$ cat src/rtl/traffic_light_ctrl.sv
// traffic_light_ctrl
//   Two-road (NS/EW) intersection controller. The phases are green, yellow,
//   all-red clearance, a latched pedestrian walk and an emergency all-red
//   override. Every phase length is a parameter. The lamps and the phase
//   code decode from the state register only (Moore), so they add no latency.
//
// Ports
//   clk         system clock, rising edge
//   rst_n       asynchronous active-low reset
//   ped_req     pedestrian request, sampled each clk (a 1-cycle pulse is enough)
//   emer        emergency override level, sampled each clk
//   nsgreen/nsyellow/nsred   NS lamps (exactly one is lit)
//   ewgreen/ewyellow/ewred   EW lamps (exactly one is lit)
//   walk        pedestrian walk lamp
//   ped_pending request latched and not yet served
//   phase       current state code (0..7)
module traffic_light_ctrl #(
  parameter int GREEN_CYCLES  = 8,
  parameter int YELLOW_CYCLES = 2,
  parameter int ALLRED_CYCLES = 1,
  parameter int WALK_CYCLES   = 4,
  parameter int CNT_W         = 8
) (
  input  logic       clk,
  input  logic       rst_n,
  input  logic       ped_req,
  input  logic       emer,
  output logic       nsgreen,
  output logic       nsyellow,
  output logic       nsred,
  output logic       ewgreen,
  output logic       ewyellow,
  output logic       ewred,
  output logic       walk,
  output logic       ped_pending,
  output logic [2:0] phase
);

  typedef enum logic [2:0] {
    ALLRED_NS = 3'd0,
    NS_G      = 3'd1,
    NS_Y      = 3'd2,
    ALLRED_EW = 3'd3,
    EW_G      = 3'd4,
    EW_Y      = 3'd5,
    WALK      = 3'd6,
    EMER      = 3'd7
  } state_t;

  // Terminal counts. A state exits on the edge where cnt == D-1.
  localparam logic [CNT_W-1:0] G_LAST  = CNT_W'(GREEN_CYCLES  - 1);
  localparam logic [CNT_W-1:0] Y_LAST  = CNT_W'(YELLOW_CYCLES - 1);
  localparam logic [CNT_W-1:0] AR_LAST = CNT_W'(ALLRED_CYCLES - 1);
  localparam logic [CNT_W-1:0] W_LAST  = CNT_W'(WALK_CYCLES   - 1);
  localparam logic [CNT_W-1:0] CNT_MAX = '1;

  state_t           state, state_nxt;
  logic [CNT_W-1:0] cnt, cnt_nxt;
  logic             ped_latch, ped_nxt;
  logic             enter_walk;

  always_ff @(posedge clk or negedge rst_n) begin
    if (!rst_n) begin
      state     <= ALLRED_NS;
      cnt       <= '0;
      ped_latch <= 1'b0;
    end else begin
      state     <= state_nxt;
      cnt       <= cnt_nxt;
      ped_latch <= ped_nxt;
    end
  end

  // Next state. The emergency checks come before the normal timed exits.
  always_comb begin
    state_nxt = state;
    unique case (state)
      ALLRED_NS: if (emer) state_nxt = EMER;
                 else if (cnt == AR_LAST) state_nxt = NS_G;
      // emer cuts the green short. The full yellow still runs.
      NS_G:      if (emer || cnt == G_LAST) state_nxt = NS_Y;
      // The yellow always finishes. emer then redirects it to EMER.
      NS_Y:      if (cnt == Y_LAST) state_nxt = emer ? EMER : ALLRED_EW;
      ALLRED_EW: if (emer) state_nxt = EMER;
                 else if (cnt == AR_LAST) state_nxt = EW_G;
      EW_G:      if (emer || cnt == G_LAST) state_nxt = EW_Y;
      EW_Y:      if (cnt == Y_LAST)
                   state_nxt = emer ? EMER : (ped_latch ? WALK : ALLRED_NS);
      WALK:      if (emer) state_nxt = EMER;
                 else if (cnt == W_LAST) state_nxt = ALLRED_NS;
      EMER:      if (!emer) state_nxt = ALLRED_NS;
      default:   state_nxt = ALLRED_NS;
    endcase
  end

  // The counter restarts on every state change. The saturation only matters
  // in EMER, because the timed states leave at D-1, which is <= CNT_MAX.
  always_comb begin
    cnt_nxt = cnt;
    if (state_nxt != state) cnt_nxt = '0;
    else if (cnt != CNT_MAX) cnt_nxt = cnt + 1'b1;
  end

  // Entering WALK serves the latch. A request in that same cycle still sets
  // the latch, so that request is served on the next round.
  assign enter_walk = (state_nxt == WALK) && (state != WALK);

  always_comb begin
    ped_nxt = ped_latch;
    if (enter_walk) ped_nxt = 1'b0;
    if (ped_req)    ped_nxt = 1'b1;
  end

  assign nsgreen     = (state == NS_G);
  assign nsyellow    = (state == NS_Y);
  assign nsred       = !(nsgreen || nsyellow);
  assign ewgreen     = (state == EW_G);
  assign ewyellow    = (state == EW_Y);
  assign ewred       = !(ewgreen || ewyellow);
  assign walk        = (state == WALK);
  assign ped_pending = ped_latch;
  assign phase       = state;

endmodule

$ cat config.mk
export PLATFORM = sky130hd
export DESIGN_NAME = traffic_light_ctrl
export DESIGN_NICKNAME = d
export VERILOG_FILES = /design/src/rtl/traffic_light_ctrl.sv
export SDC_FILE = /design/constraint.sdc
export NUM_CORES = 1
export LEC_CHECK = 0
export ABC_CLOCK_PERIOD_IN_PS = 5700
export BUFFER_PORTS_ARGS = -buffer_cell sky130_fd_sc_hd__buf_2
export CAP_MARGIN = 20
export CELL_PAD_IN_SITES_DETAIL_PLACEMENT = 2
export CELL_PAD_IN_SITES_GLOBAL_PLACEMENT = 2
export CORE_MARGIN = 5
export CORE_UTILIZATION = 30
export CTS_CLUSTER_SIZE = 12
export DETAILED_ROUTE_END_ITERATION = 8
export PLACE_DENSITY = 0.82
export SLEW_MARGIN = 20
export SYNTH_ARGS = -nofsm -noshare
export SYNTH_HDL_FRONTEND = slang
export SYNTH_SLANG_ARGS = --single-unit
$ cat constraint.sdc
create_clock -name clk -period 5.7 [get_ports clk]
set_input_delay 1.14 -clock clk [delete_from_list [all_inputs] [get_ports clk]]
set_output_delay 1.14 -clock clk [all_outputs]
set_load 0.05 [all_outputs]
== Word-level counts from Yosys, hierarchy flattened ==
Cells that the tools add are included.

* Add/subtract/negate cells: 1
* Equal/unequal tests: 14
* Multiplexer cells: 19
* Reduce and logical (&&, ||, !) cells: 10

{| class="wikitable"
|+ Operators with widths
! operator !! number
|-
| two-way mux 3 bit || 14
|-
| one-hot mux 3 bit (8 select lines) || 1
|-
| two-way mux 8 bit || 2
|-
| == test 3 bit, second input constant || 5
|-
| adder 8 x 1 -> 8 bit, second input constant || 1
|-
| == test 8 x 1 -> 1 bit, second input constant || 1
|-
| == test 8 x 2 -> 1 bit, second input constant || 1
|-
| == test 8 x 3 -> 1 bit, second input constant || 1
|-
| zero test 8 bit || 1
|-
| != test 8 bit, second input constant || 1
|-
| == test 3 x 2 -> 1 bit, second input constant || 2
|-
| nonzero test 2 bit || 2
|-
| == test 3 x 1 -> 1 bit, second input constant || 1
|-
| zero test 3 bit || 1
|-
| logical OR 1 bit || 3
|-
| != test 3 bit || 1
|-
| != test 3 bit, second input constant || 1
|-
| zero test 1 bit || 2
|-
| two-way mux 1 bit || 2
|-
| logical AND 1 bit || 1
|}

* Register bits: 12
* Input bits: 4
* Output and inout port bits: 11
* Logic and storage cells: 47

== Depth between registers and ports, before layout ==
* Depth after elaboration: 8
* Mapped depth: 8
* Mapped depth without buffers: 8

== Worst setup path before layout ==
No wires, ideal clock.

* Path kind: register -> output
* Start: reg state[0] (netlist: phase[0])
* End: out nsred
* Data arrival time: 2.749 ns
* Required time: 4.560 ns
* Path slack: 1.811 ns
* Cell stages (with the launch flop): 5
* Buffers on the path: 2
* Cells stage by stage: dfrtp_1 clkbuf_1 clkbuf_1 nor3_1 nor2_1

* Word-level cells in the longest chain between the ends: 3
* Elaborated cells between the ends (all ways): 4

{| class="wikitable"
|+ Ends and longest elaborated chain
! what !! RTL line !! text
|-
| from (decl) || 57 || <nowiki>state_t state, state_nxt;</nowiki>
|-
| from (signal assigned) || 68 || <nowiki>state <= state_nxt;</nowiki>
|-
| == test 3 x 2 -> 1 bit || 115 || <nowiki>assign nsyellow = (state == NS_Y);</nowiki>
|-
| net nsyellow || 29 || <nowiki>output logic nsyellow,</nowiki>
|-
| logical OR 1 bit || 116 || <nowiki>assign nsred = !(nsgreen || nsyellow);</nowiki>
|-
| zero test 1 bit || 116 ||
|-
| to (decl) || 30 || <nowiki>output logic nsred,</nowiki>
|}

The timed path passes the listed nets, and every way through them passes these cells.

== Worst setup path in the final report ==
* Start: reg state[2] (netlist: phase[2])
* End: out nsred

* Word-level cells in the longest chain between the ends: 3
* Elaborated cells between the ends (all ways): 4

{| class="wikitable"
|+ Ends and longest elaborated chain
! what !! RTL line
|-
| == test 3 x 1 -> 1 bit or == test 3 x 2 -> 1 bit (tied branches) || 114, 115
|-
| logical OR 1 bit * || 116
|-
| zero test 1 bit * || 116
|}

Every way passes the cells marked *; elsewhere a longest branch is shown, timed or not.

==> reports/qor_table.md <==
| Result | Reported | Unit |
| --- | --- | --- |
| RSZ-0062 raised after global routing | false | - |
| Worst slack after detailed placement | 2.69 | ns |
| Port buffer count | 14 | - |
| Diode count | 0 | - |
| Routability cong. | 0.795 | - |
| H-tree level count | 1 | - |
| Vert. Die Dim | 69.3 | um |
| Total Neg Setup Slack | 0 | ns |
| Cell area after synthesis | 0.00105 | mm2 |
| Layout net count | 142 | - |
| Least-Margin Pin Slew | 0.746 | ns |
| Layout cell share with drive strength beyond 1 | 20.3 | % |
| Static Leakage | 0.000474 | uW |
| MaxCap Viol Count | 0 | - |
| Launching point of the worst reg2reg path | cnt[4] | - |
| Seq cells post-synth | 12 | - |
| Starting density of the core | 31.4 | % |
| Mean post-synth cell area | 8.51 | um2 |
| GR Overflow Total | 0 | - |
| Post-CTS Repair Setup Buffers | 0 | - |
| Setup slack of the most critical reg-to-reg path | 3.14 | ns |
| Largest net degree at the start of global routing | 23 | - |
| Min-Delay Path Class | reg -> reg | - |
| TritonCTS buffer count | 3 | - |
| Top-area cell type share of the netlist area | 28.5 | % |
| Clock tree buffer depth | 2 | - |
| Number of cells produced by synthesis | 124 | - |
| R2R cell count | 6 | - |
| Clock tree from TritonCTS | yes | - |
| Vias post-DR | 998 | - |
| Yosys top cell by area | sky130_fd_sc_hd__dfrtp_1 | - |
| Synth cell types | 42 | - |
| Min setup slack post-route | 2.60 | ns |
| Max-slew violation count | 0 | - |
| Run status | finished clean | - |
| I/O pins | 15 | - |
| Final Routed Wirelength | 3490 | um |
| Startpoint of the most critical setup path | phase[2] | - |
| Final total power | 716 | uW |
| Power per Cell Area | 609 | mW/mm2 |
| Register Area | 300 | um2 |
| Worst Clk Skew | 0.00379 | ns |
| Final core utilization | 34.9 | % |
| Number of clock sinks | 12 | - |
| CP Capture Type | output port | - |
| Biggest area contributors in the synthesized netlist | sky130_fd_sc_hd__dfrtp_1, sky130_fd_sc_hd__nor3_1, sky130_fd_sc_hd__o21ai_0 | - |
| Final critical-path required period | 3.10 | ns |
| Required time of the critical path | 4.56 | ns |
| Number of global-route vias before repair | 1,112 | - |
| Final hold vios | 0 | - |
| Peak supply drop | 0.171 | mV |
| CTS Root Buffer Type | sky130_fd_sc_hd__clkbuf_4 | - |
| HPWL after DPL | 2630 | um |
| Maximum single-stage delay on the critical path | 0.83 | ns |
| Ranking of synthesized cells by instance count | sky130_fd_sc_hd__dfrtp_1, sky130_fd_sc_hd__nor3_1, sky130_fd_sc_hd__inv_1, sky130_fd_sc_hd__nor2_1, sky130_fd_sc_hd__o21ai_0 | - |
| Worst-path cell with the longest stage delay | sky130_fd_sc_hd__dfrtp_1 | - |
| Capture point of the worst path | nsred | - |
| Hold bufs inserted after CTS | 0 | - |
| Detailed Routing Iterations Pass 1 | 4 | - |
| Per-cell via count in the routed design | 5.58 | - |
| Synth Warn # | 0 | - |
| Setup-failing EPs final | 0 | - |
| Capture point of the worst reg-to-reg path | cnt[1] | - |
| Clock latency on the worst-skew pair | 0.28 | ns |
| Proportion of synthesized chip area in sequential cells | 28.5 | % |
| Critical path, cell by cell | inv_1 -> and3_1 -> nor2_1 -> buf_2 | - |
| Detailed-route wire length per cell | 19.5 | um |
| CP arrival | 1.96 | ns |
| Post-synthesis net count | 131 | - |
| Maximum fanout along the worst path | 22 | - |
| Post-detailed-route count of antenna-violating nets | 0 | - |
| Die X-Extent | 69.3 | um |
| Worst rel slew slack | 50.3 | % |
| Number of gates resized after cts | 0 | - |
| Total Die Area | 0.00480 | mm2 |
| Number of enable-type register cells in the synthesized netlist | 0 | - |
| Signed area change from the synthesized netlist to the final layout | 11.4 | % |
| Startpoint class of the critical path | flop | - |
| Floorplan Core Area | 0.00336 | mm2 |
| Most instantiated flip-flop cell in the synthesis netlist | sky130_fd_sc_hd__dfrtp_1 | - |
| Drc violations | 0 | - |
| Number of rows created at floorplan | 21 | - |
| Final Cycle Share | 54.4 | % |
| Number of fill cells | 415 | - |
| Critical path start-end classification | reg -> out | - |
| Fmax | 322 | MHz |
| Hold WS | 0.555 | ns |
| Aggregate global-route resource usage | 15.1 | % |
| Iter 0 DRT Violations | 61 | - |
| Number of antenna violations at the first check in global routing | 0 | - |
| Wire length of the first global-routing pass | 5920 | um |
| CTS clock-pin slew for the worst setup and hold paths | 0.07 | ns |
| Async SR Flop Fraction | 100 | % |
| Area of the multi-input gates | 691 | um2 |
stage by stage:
step / std cells / cell area (um2)
detailed placement: 176 / 1150
global placement: 176 / 1150
finish: 179 / 1170
global route: 179 / 1170
floorplan: 124 / 1050
CTS: 179 / 1170
power breakdown:
group          switching [uW]  internal (uW)  total (uW)
Combinational             335            148         483
Sequential               74.6            104         179
Clock                    29.2           24.6        53.8
critical path, delay by kind of cell (launching register included):
kind,cells,cell delay (ns)
buffers and inverters,2,0.50
flip-flops,1,0.83
AND/OR/NAND/NOR,2,0.35
per-layer routing:
layer	share of wire [%]	track usage, %	vias to the layer above	wire length, um
met5	0	0	-	0
met4	2.5	6.29	0	88
met3	1.2	2.32	7	43
met2	52	26.3	12	1810
met1	44	18.4	499	1550
li1	-	-	480	-
sequential cells by signal (all words and copies together) (netlist names):
| register | count |
|---|---|
| cnt | 8 |
| phase | 3 |
| ped_pending | 1 |
area by class of cell:
class                      count  area share (%)
clock buffer                   3            1.92
sequential                    12            25.6
inverter                       9            2.88
tap                           46            4.90
timing repair buffer          14            5.96
multi-input combinational     95            58.8
worst min path at each step:
stage	slack, ns	endpoint	startpoint	cells after the start
floorplan	0.57	cnt[6]	cnt[6]	2
global placement	0.53	ped_pending	ped_pending	1
detailed placement	0.55	ped_pending	ped_pending	1
CTS	0.57	ped_pending	ped_pending	1
global route	0.60	ped_pending	ped_pending	1
finish	0.55	ped_pending	ped_pending	1
cells in the final DEF, fill, tap and decap left out, types with 2 or more instances in the layout:
cell,Yosys,routed
sky130_fd_sc_hd__inv_1,9,9
sky130_fd_sc_hd__nor4_1,2,2
sky130_fd_sc_hd__o21ai_0,9,9
sky130_fd_sc_hd__clkbuf_4,0,3
sky130_fd_sc_hd__buf_2,0,14
sky130_fd_sc_hd__nor3_1,12,12
sky130_fd_sc_hd__a31o_1,2,2
sky130_fd_sc_hd__nand2_1,7,7
sky130_fd_sc_hd__o21bai_1,2,2
sky130_fd_sc_hd__nor2_1,9,9
sky130_fd_sc_hd__a22oi_1,2,2
sky130_fd_sc_hd__ha_1,3,3
sky130_fd_sc_hd__dfrtp_1,12,12
sky130_fd_sc_hd__and3_1,4,4
sky130_fd_sc_hd__a21oi_1,3,3
sky130_fd_sc_hd__or4_4,2,2
sky130_fd_sc_hd__nand3_1,7,7
sky130_fd_sc_hd__o32a_1,2,2
sky130_fd_sc_hd__a2111oi_2,2,2
sky130_fd_sc_hd__nand2b_1,2,2
sky130_fd_sc_hd__and3b_1,2,2
sky130_fd_sc_hd__xor2_1,2,2
sky130_fd_sc_hd__a21boi_0,2,2
logic make-up (layout without fill, tap and decap cells):
| kind of cell | after synthesis | count (layout) | synth area share [%] |
|---|---|---|---|
| AND/OR/NAND/NOR | 53 | 53 | 27.2 |
| AO/OA/AOI/OAI | 35 | 35 | 31.3 |
| buffers and inverters | 17 | 26 | 6.05 |
| flip-flops | 12 | 12 | 28.5 |
| adder cells (fa/ha/maj) | 3 | 3 | 3.56 |
| XOR/XNOR | 3 | 3 | 2.49 |
| multiplexers | 1 | 1 | 0.949 |
Note: power is estimated with default switching activity, not from simulation.
